## config.mk

```make
export PLATFORM = sky130hd
export DESIGN_NAME = branch_resolve_ex
export DESIGN_NICKNAME = d
export VERILOG_FILES = /design/src/rtl/branch_pkg.sv /design/src/rtl/bht_2bit.sv /design/src/rtl/branch_resolve_ex.sv
export SDC_FILE = /design/constraint.sdc
export NUM_CORES = 1
export LEC_CHECK = 0
export ABC_AREA = 1
export ABC_CLOCK_PERIOD_IN_PS = 4300
export BUFFER_PORTS_ARGS = -buffer_cell sky130_fd_sc_hd__buf_2
export CAP_MARGIN = 20
export CORE_ASPECT_RATIO = 0.9
export CORE_MARGIN = 2
export CORE_UTILIZATION = 50
export DETAILED_ROUTE_END_ITERATION = 6
export PLACE_DENSITY_LB_ADDON = 0.05
export SETUP_SLACK_MARGIN = 0.1
export SYNTH_ARGS = -nofsm -noshare
export SYNTH_HDL_FRONTEND = slang
export SYNTH_SLANG_ARGS = --single-unit
```

## constraint.sdc

```tcl
create_clock -name clk -period 4.3 [get_ports clk]
set_clock_uncertainty 0.2 [all_clocks]
set_input_delay 0.645 -clock clk [delete_from_list [all_inputs] [get_ports clk]]
set_output_delay 0.645 -clock clk [all_outputs]
set_load 0.02 [all_outputs]
```

## src/rtl/branch_pkg.sv

```systemverilog
// Shared branch codes and 2-bit predictor counter states for the EX-stage resolver.
package branch_pkg;

    localparam logic [4:0] BR_NONE   = 5'd0;
    localparam logic [4:0] BR_BEQ    = 5'd1;
    localparam logic [4:0] BR_BNE    = 5'd2;
    localparam logic [4:0] BR_BGEZ   = 5'd3;
    localparam logic [4:0] BR_BGTZ   = 5'd4;
    localparam logic [4:0] BR_BLEZ   = 5'd5;
    localparam logic [4:0] BR_BLTZ   = 5'd6;
    localparam logic [4:0] BR_BGEZAL = 5'd7;
    localparam logic [4:0] BR_BLTZAL = 5'd8;

    localparam logic [1:0] SNT = 2'd0;
    localparam logic [1:0] WNT = 2'd1;
    localparam logic [1:0] WT  = 2'd2;
    localparam logic [1:0] ST  = 2'd3;

endpackage

```

## src/rtl/bht_2bit.sv

```systemverilog
// Branch history table of 2-bit saturating counters: one fetch read port, one EX train port.
module bht_2bit
    import branch_pkg::*;
#(
    parameter int unsigned BHT_DEPTH = 64,
    localparam int unsigned IDX_W = $clog2(BHT_DEPTH)
) (
    input  logic             clk,
    input  logic             rst,
    input  logic [IDX_W-1:0] rd_idx,
    output logic             rd_taken,
    input  logic             wr_en,
    input  logic [IDX_W-1:0] wr_idx,
    input  logic             wr_taken
);

    logic [BHT_DEPTH-1:0][1:0] cnt_q;
    logic [1:0]                wr_cur;
    logic [1:0]                wr_next;

    always_comb begin
        wr_cur = cnt_q[wr_idx];
        if (wr_taken) begin
            wr_next = (wr_cur == ST) ? ST : wr_cur + 2'd1;
        end else begin
            wr_next = (wr_cur == SNT) ? SNT : wr_cur - 2'd1;
        end
    end

    // Same-index read sees the value being written this cycle.
    always_comb begin
        if (wr_en && (wr_idx == rd_idx)) begin
            rd_taken = wr_next[1];
        end else begin
            rd_taken = cnt_q[rd_idx][1];
        end
    end

    always_ff @(posedge clk or negedge rst) begin
        if (!rst) begin
            cnt_q <= {BHT_DEPTH{WNT}};
        end else if (wr_en) begin
            cnt_q[wr_idx] <= wr_next;
        end
    end

endmodule

```

## src/rtl/branch_resolve_ex.sv

```systemverilog
// EX-stage branch resolver: outcome, mispredict redirect, jump-conflict flush, BHT training
// and resolved/mispredict statistics.
module branch_resolve_ex
    import branch_pkg::*;
#(
    parameter int unsigned BHT_DEPTH = 64,
    parameter int unsigned CNT_W     = 32
) (
    input  logic             clk,
    input  logic             rst,
    input  logic             stallE,
    input  logic [4:0]       branch_judge_controlE,
    input  logic [31:0]      pc_plus4E,
    input  logic [31:0]      pcbranchE,
    input  logic             jump_conflictE,
    input  logic [31:0]      rs_valueE,
    input  logic [31:0]      rt_valueE,
    input  logic             pred_takenE,
    input  logic [31:0]      pcF,
    output logic             pred_takenF,
    output logic             actual_takenE,
    output logic             mispredictE,
    output logic [31:0]      redirect_pcE,
    output logic             flush_jumpE,
    output logic             link_enE,
    output logic [CNT_W-1:0] branch_cnt,
    output logic [CNT_W-1:0] mispredict_cnt
);

    localparam int unsigned IDX_W = $clog2(BHT_DEPTH);

    logic        is_br;
    logic        cond;
    logic        rs_zero;
    logic        train_en;
    logic [31:0] train_pc;
    logic        unused_pc;

    assign rs_zero = (rs_valueE == 32'd0);
    assign is_br   = (branch_judge_controlE >= BR_BEQ) && (branch_judge_controlE <= BR_BLTZAL);

    // Signed compares against zero reduce to sign-bit and zero tests.
    always_comb begin
        cond = 1'b0;
        case (branch_judge_controlE)
            BR_BEQ:              cond = (rs_valueE == rt_valueE);
            BR_BNE:              cond = (rs_valueE != rt_valueE);
            BR_BGEZ, BR_BGEZAL:  cond = ~rs_valueE[31];
            BR_BGTZ:             cond = ~rs_valueE[31] & ~rs_zero;
            BR_BLEZ:             cond = rs_valueE[31] | rs_zero;
            BR_BLTZ, BR_BLTZAL:  cond = rs_valueE[31];
            default:             cond = 1'b0;
        endcase
    end

    assign actual_takenE = is_br & cond;
    assign mispredictE   = is_br & (actual_takenE != pred_takenE);
    assign redirect_pcE  = actual_takenE ? pcbranchE : pc_plus4E + 32'd4;
    assign link_enE      = (branch_judge_controlE == BR_BGEZAL) ||
                           (branch_judge_controlE == BR_BLTZAL);
    assign flush_jumpE   = jump_conflictE & actual_takenE;

    assign train_pc = pc_plus4E - 32'd4;
    assign train_en = is_br & ~stallE & rst;
    assign unused_pc = ^{pcF[31:IDX_W+2], pcF[1:0], train_pc[31:IDX_W+2], train_pc[1:0]};

    bht_2bit #(
        .BHT_DEPTH (BHT_DEPTH)
    ) u_bht (
        .clk      (clk),
        .rst      (rst),
        .rd_idx   (pcF[IDX_W+1:2]),
        .rd_taken (pred_takenF),
        .wr_en    (train_en),
        .wr_idx   (train_pc[IDX_W+1:2]),
        .wr_taken (actual_takenE)
    );

    always_ff @(posedge clk or negedge rst) begin
        if (!rst) begin
            branch_cnt     <= '0;
            mispredict_cnt <= '0;
        end else if (train_en) begin
            if (branch_cnt != '1) begin
                branch_cnt <= branch_cnt + CNT_W'(1);
            end
            if (mispredictE && (mispredict_cnt != '1)) begin
                mispredict_cnt <= mispredict_cnt + CNT_W'(1);
            end
        end
    end

endmodule

```

Word-level counts from Yosys, hierarchy flattened:

Cells that the tools add are included.

* bits in registers: 192
* bits of input ports: 170
* output and inout port bits: 101
* logic and storage cells: 126

* $add $sub $neg: 6
* magnitude comparators: 5
* equality and inequality tests: 15
* mux-type cells: 13
* bitwise operators: 10
* reductions and logical operators: 11

Operators with widths (number)
* $bwmux W128: 1
* $add A32 B1 Y32 const B: 2
* $ne A32 B32 Y1 const B: 2
* $add A32 B3 Y32 const B: 1
* $eq A32 B32 Y1: 1
* $logic_not A32 Y1: 1
* $mux W32: 1
* $ne A32 B32 Y1: 1
* $bmux W2 S6: 2
* $eq A5 B3 Y1 const B: 4
* $lt A6 B7 Y1 const B: 2
* $demux W2 S6: 1
* $mux W2: 6
* $eq A5 B2 Y1 const B: 2
* $sub A8 B3 Y8 const B: 1
* $and A1 B1 Y1: 6
* $eq A6 B6 Y1: 1
* $ge A6 B1 Y1 const B: 1
* $pmux W1 S6: 1
* $eq A5 B1 Y1 const B: 1
* $eq A5 B4 Y1 const B: 1
* $ge A5 B1 Y1 const B: 1
* $le A5 B4 Y1 const B: 1
* $logic_and A1 B1 Y1: 4
* 11 further kinds: 15

Logic depth before layout (Yosys ltp):

* word-level depth: 9
* mapped depth: 21

By module:

A second synthesis with hierarchy kept.

* cell total of the unflattened synthesis: 2110
* area total of the unflattened synthesis: 13759.4 um2

Modules (own cells, without submodules)
* bht_2bit: instances 1, cells each 1236, area an instance 8054.0 um2
* branch_resolve_ex: instances 1, cells each 874, area an instance 5705.5 um2

Worst setup path after synthesis:

OpenSTA, ideal clock, no wires.

* kind: input port to output port
* from: input pc_plus4E[2]
* to: output pred_takenF
* arrival: 2.793 ns
* setup slack: 0.662 ns
* stages on the path: 19
* buffers on the path: 5
* cell sequence: buf_4 > inv_4 > buf_2 > ha_1 > clkinv_1 > clkbuf_1 > a21oi_1 > o21ai_0 > nand2_1 > nand2_1 > nand2_1 > nor2_1 > nand2_1 > nand2_1 > nand2_1 > buf_6 > buf_8 > nand3_1 > nand2_1

* longest elaborated chain between the ends: 7
* elaborated cells between the ends (all ways): 13
* those cells by class: add/sub: 3; eq/ne: 2; mux: 6; reduce/logical: 2

Ends and longest elaborated chain
* from (decl): line branch_resolve_ex.sv:13 `input logic [31:0] pc_plus4E,`
* $sub A8 B3 Y8 *: line branch_resolve_ex.sv:63 `assign train_pc = pc_plus4E - 32'd4;`
* $bmux W2 S6: line bht_2bit.sv:22 `wr_cur = cnt_q[wr_idx];`
* $mux W2 (implied by the code): line bht_2bit.sv:22
* $sub A2 B1 Y2 (tied with other cells): line bht_2bit.sv:26 `wr_next = (wr_cur == SNT) ? SNT : wr_cur - 2'd1;`
* $mux W2 (on tied branches): line bht_2bit.sv:26, bht_2bit.sv:24
* $mux W2: line bht_2bit.sv:23 `if (wr_taken) begin`
* $mux W1 *: line bht_2bit.sv:32 `if (wr_en && (wr_idx == rd_idx)) begin`
* to (decl): line branch_resolve_ex.sv:20 `output logic pred_takenF,`

Every way passes the cells marked *; elsewhere a longest branch is shown, timed or not. The select of a mux whose other input is x is not followed.

Worst setup path after layout:

Same ends and word-level chain as after synthesis.

==> summary.txt <==
Yosys
  • Post-synthesis register bit count: 192
  • Synth Instances: 1985
  • Top cells by area, synth: dfrtp_1, nand2_1, dfstp_2
  • Post-synth EDFFs: 0
  • Sequential element share of the synthesized area: 36.73%
  • Post-synth top area cell: dfrtp_1
  • Main flop type after synthesis: dfrtp_1
  • Top cell type's share of synthesized area: 24.09%
  • Post-Syn Area: 13300 sq um
  • Synth warnings: 0
  • Library cells used by synthesis: 42
  • Syn nets: 2159
  • Asr flop ratio synth: 100.0%
  • Synthesized area per cell: 6.699 sq um

Cells and area
  • Most frequent cells in the layout: nand2_1, buf_2, nor2_1
  • Area of the multi-input gates: 7356 sq um
  • Sequential cell area: 4885 sq um
  • # fillers: 2615
  • N_diodes: 0
  • Layout cell share with drive strength beyond 1: 19.17%
  • Layout Nets: 2367
  • Post-Layout Cell Count: 2554
  • Layout area overhead: 15.95%
  • Most common cell after layout, fill and taps aside: nand2_1

GRT
  • Largest net degree at the start of global routing: 176
  • GRT overflow: 0
  • GRT busiest layer: met2
  • First-pass GRT wire length: 68050 microns
  • Routing usage on met3: 4.454%
  • GRT Total Usage: 30.21%
  • Vias in the first global route: 12980
  • Antenna violations before repair: 0
  • M2 GR Usage: 49.77%
  • Met1 track demand over resource: 40.98%

STA
  • Fin. Hold Viols: 0
  • Setup_tns: 0 ns
  • Period Utilization, post-route: 90.73%
  • Max-slew violation count: 0
  • Final setup vio count: 0
  • Actual slew at the worst max-slew pin: 0.9479 ns
  • WHS: 0.2694 ns
  • Slew margin rel.: 36.81%
  • Tmin final: 3.901 ns
  • Maximum clock rate: 0.2563 GHz
  • RSZ-0062 raised after global routing: false

Worst setup path
  • CP delay by family, top: simple AND/OR/NAND/NOR gates
  • Critical Path RT: 3.45 ns
  • Critical path arrival: 3.06 ns
  • CP max stage delay: 0.39 ns
  • Cell repeated most along the worst path: nand2_1
  • CP Capture Type: primary output
  • CP max stage cell: ha_1
  • CP startpoint kind: primary input
  • CP max FO: 23
  • Buffers & Inverters on Critical Path: 5
  • CP Class: primary input to primary output
  • Crit-path cells: buf_2, inv_4, ha_1, clkinv_1, buf_4, a21oi_1, o21ai_0, nand2_1, nand2_1, nand2_1, nor2_1, nand2_1, nand2_1, nand2_2, nand3_1, nand2_1, buf_2

Drt
  • DR iter-0 viols: 1228
  • Post-Route WL: 42310 microns
  • DRC violations left: 0
  • WL per Instance: 16.57 microns
  • Final ANT Viol Nets: 0
  • DR pass1 iterations: 7
  • Routed vias: 13880
  • Drt via density: 5.433

Die
  • Core area: 26140 sq um
  • Num ports: 271
  • Die area: 27920 sq um
  • Die height: 158.7 microns
  • Initial core utilization: 50.88%
  • Die W: 175.9 microns
  • Row count: 56

Placement
  • I/O Buffers: 244
  • Inst Count DP: 2521
  • Gpl congestion: 0.9026
  • DP HPWL: 29060 microns

Clock network
  • Cts repair resizes: 0
  • TritonCTS clock tree: built
  • CTS Buf Count: 17
  • CTS clk-pin slew, worst paths: 0.08 ns
  • Root Buffer: clkbuf_16
  • Worst skew pair latency: 0.46 ns
  • Post-CTS setup buffer count: 0
  • CTS Buffer Depth: 2
  • Depth of the CTS H-tree: 4
  • TritonCTS Sinks: 192

Power
  • Leakage power: 7.499 nW
  • Sequential share of power: 43.2%
  • Share of power burned in combinational logic: 17.3%
  • Switching part of the total: 33.63%
  • Power density over cell area: 283.4 nW/um^2
  • Worst VDD drop: 0.2168 mV
  • Psw: 0.001469 W
  • Clock share of power: 39.5%
  • P_int: 0.002900 W

Status
  • Outcome: finished clean

Min path
  • Worst min path class: flop to flop

Run
  • Max Cap Viol: 0
==> timing repair <==
action,CTS,global route
hold buffers,1,0
endpoints found under the hold margin,14,0
setup endpoints to repair,0,0
==> kinds of logic (layout without fill, tap and decap cells) <==
family	after synthesis	after routing	synth area share (%)
simple gates	1251	1251	40.31
buf+inv	250	471	8.045
flops	192	192	36.73
compound gates	177	177	7.029
xor+xnor	111	111	7.509
fa+ha+maj	4	4	0.3764
==> worst paths after layout <==
path	start	endpoint	slack [ns]	cells after the start
min	u_bht.cnt_q[14]	u_bht.cnt_q[14]	0.27	2
max	pc_plus4E[2]	pred_takenF	0.40	17
min reg2reg	u_bht.cnt_q[14]	u_bht.cnt_q[14]	0.27	2
min in group asynchronous	rst	branch_cnt[18]	0.42	2
max reg2reg	mispredict_cnt[7]	mispredict_cnt[17]	1.33	10
max in group asynchronous	rst	u_bht.cnt_q[123]	2.28	3
==> flip-flops by register name, indices dropped and copies added, names as in the netlist <==
| signal | cells |
|---|---|
| u_bht.cnt_q | 128 |
| mispredict_cnt | 32 |
| branch_cnt | 32 |
==> per-layer routing <==
layer | vias to the layer above | wire, microns
li1 | 6758 | -
met1 | 6505 | 18660
met2 | 547 | 19710
met3 | 65 | 2924
met4 | 0 | 1016
met5 | - | 0
==> area by class of cell <==
type,instances,share of cell area (%)
Sequential cell,192,31.68
Tap cell,348,2.824
Clock buffer,17,2.759
Multi-Input combinational cell,1543,47.71
Inverter,170,4.171
Timing Repair Buffer,269,9.454
Clock inverter,15,1.404
==> cells in the mapped netlist (24+ instances only) <==
| cell | instances |
|---|---|
| a21oi_1 | 57 |
| buf_2 | 38 |
| clkbuf_1 | 24 |
| dfrtp_1 | 128 |
| dfstp_2 | 64 |
| inv_1 | 161 |
| nand2_1 | 735 |
| nand3_1 | 160 |
| nand3_2 | 25 |
| nand4_1 | 52 |
| nor2_1 | 210 |
| nor3_1 | 31 |
| o21ai_0 | 89 |
| xnor2_1 | 50 |
| xor2_1 | 59 |
==> tightest hold or removal path, cell delays in order, from the launching register on <==
cell	delay, ns
dfstp_2	0.37
nand2_1	0.05
nand2_1	0.05
==> through the flow <==
stage / instance area, sq um / worst slack (ns) / util [%] / total power [W]
detailed placement: 14770 / 0.4723 / 56.50 / 0.002668
finish: 15420 / 0.3988 / 59.00 / 0.004370
CTS: 15420 / 0.4440 / 59.00 / 0.004392
floorplan: 13300 / 0.6621 / - / 0.002346
global route: 15420 / 0.1694 / 59.00 / 0.004547
global placement: 14770 / 0.4633 / 56.50 / 0.002664
==> power by group through the flow <==
stage	clock network [W]	registers, W	logic [W]
finish	0.00173	0.00189	0.000755
global route	0.00183	0.00189	0.000822
CTS	0.00175	0.00189	0.000753
detailed placement	0	0.00192	0.000749
global placement	0	0.00192	0.000744
floorplan	0	0.00194	0.000408
Note: power is estimated with default switching activity, not from simulation.
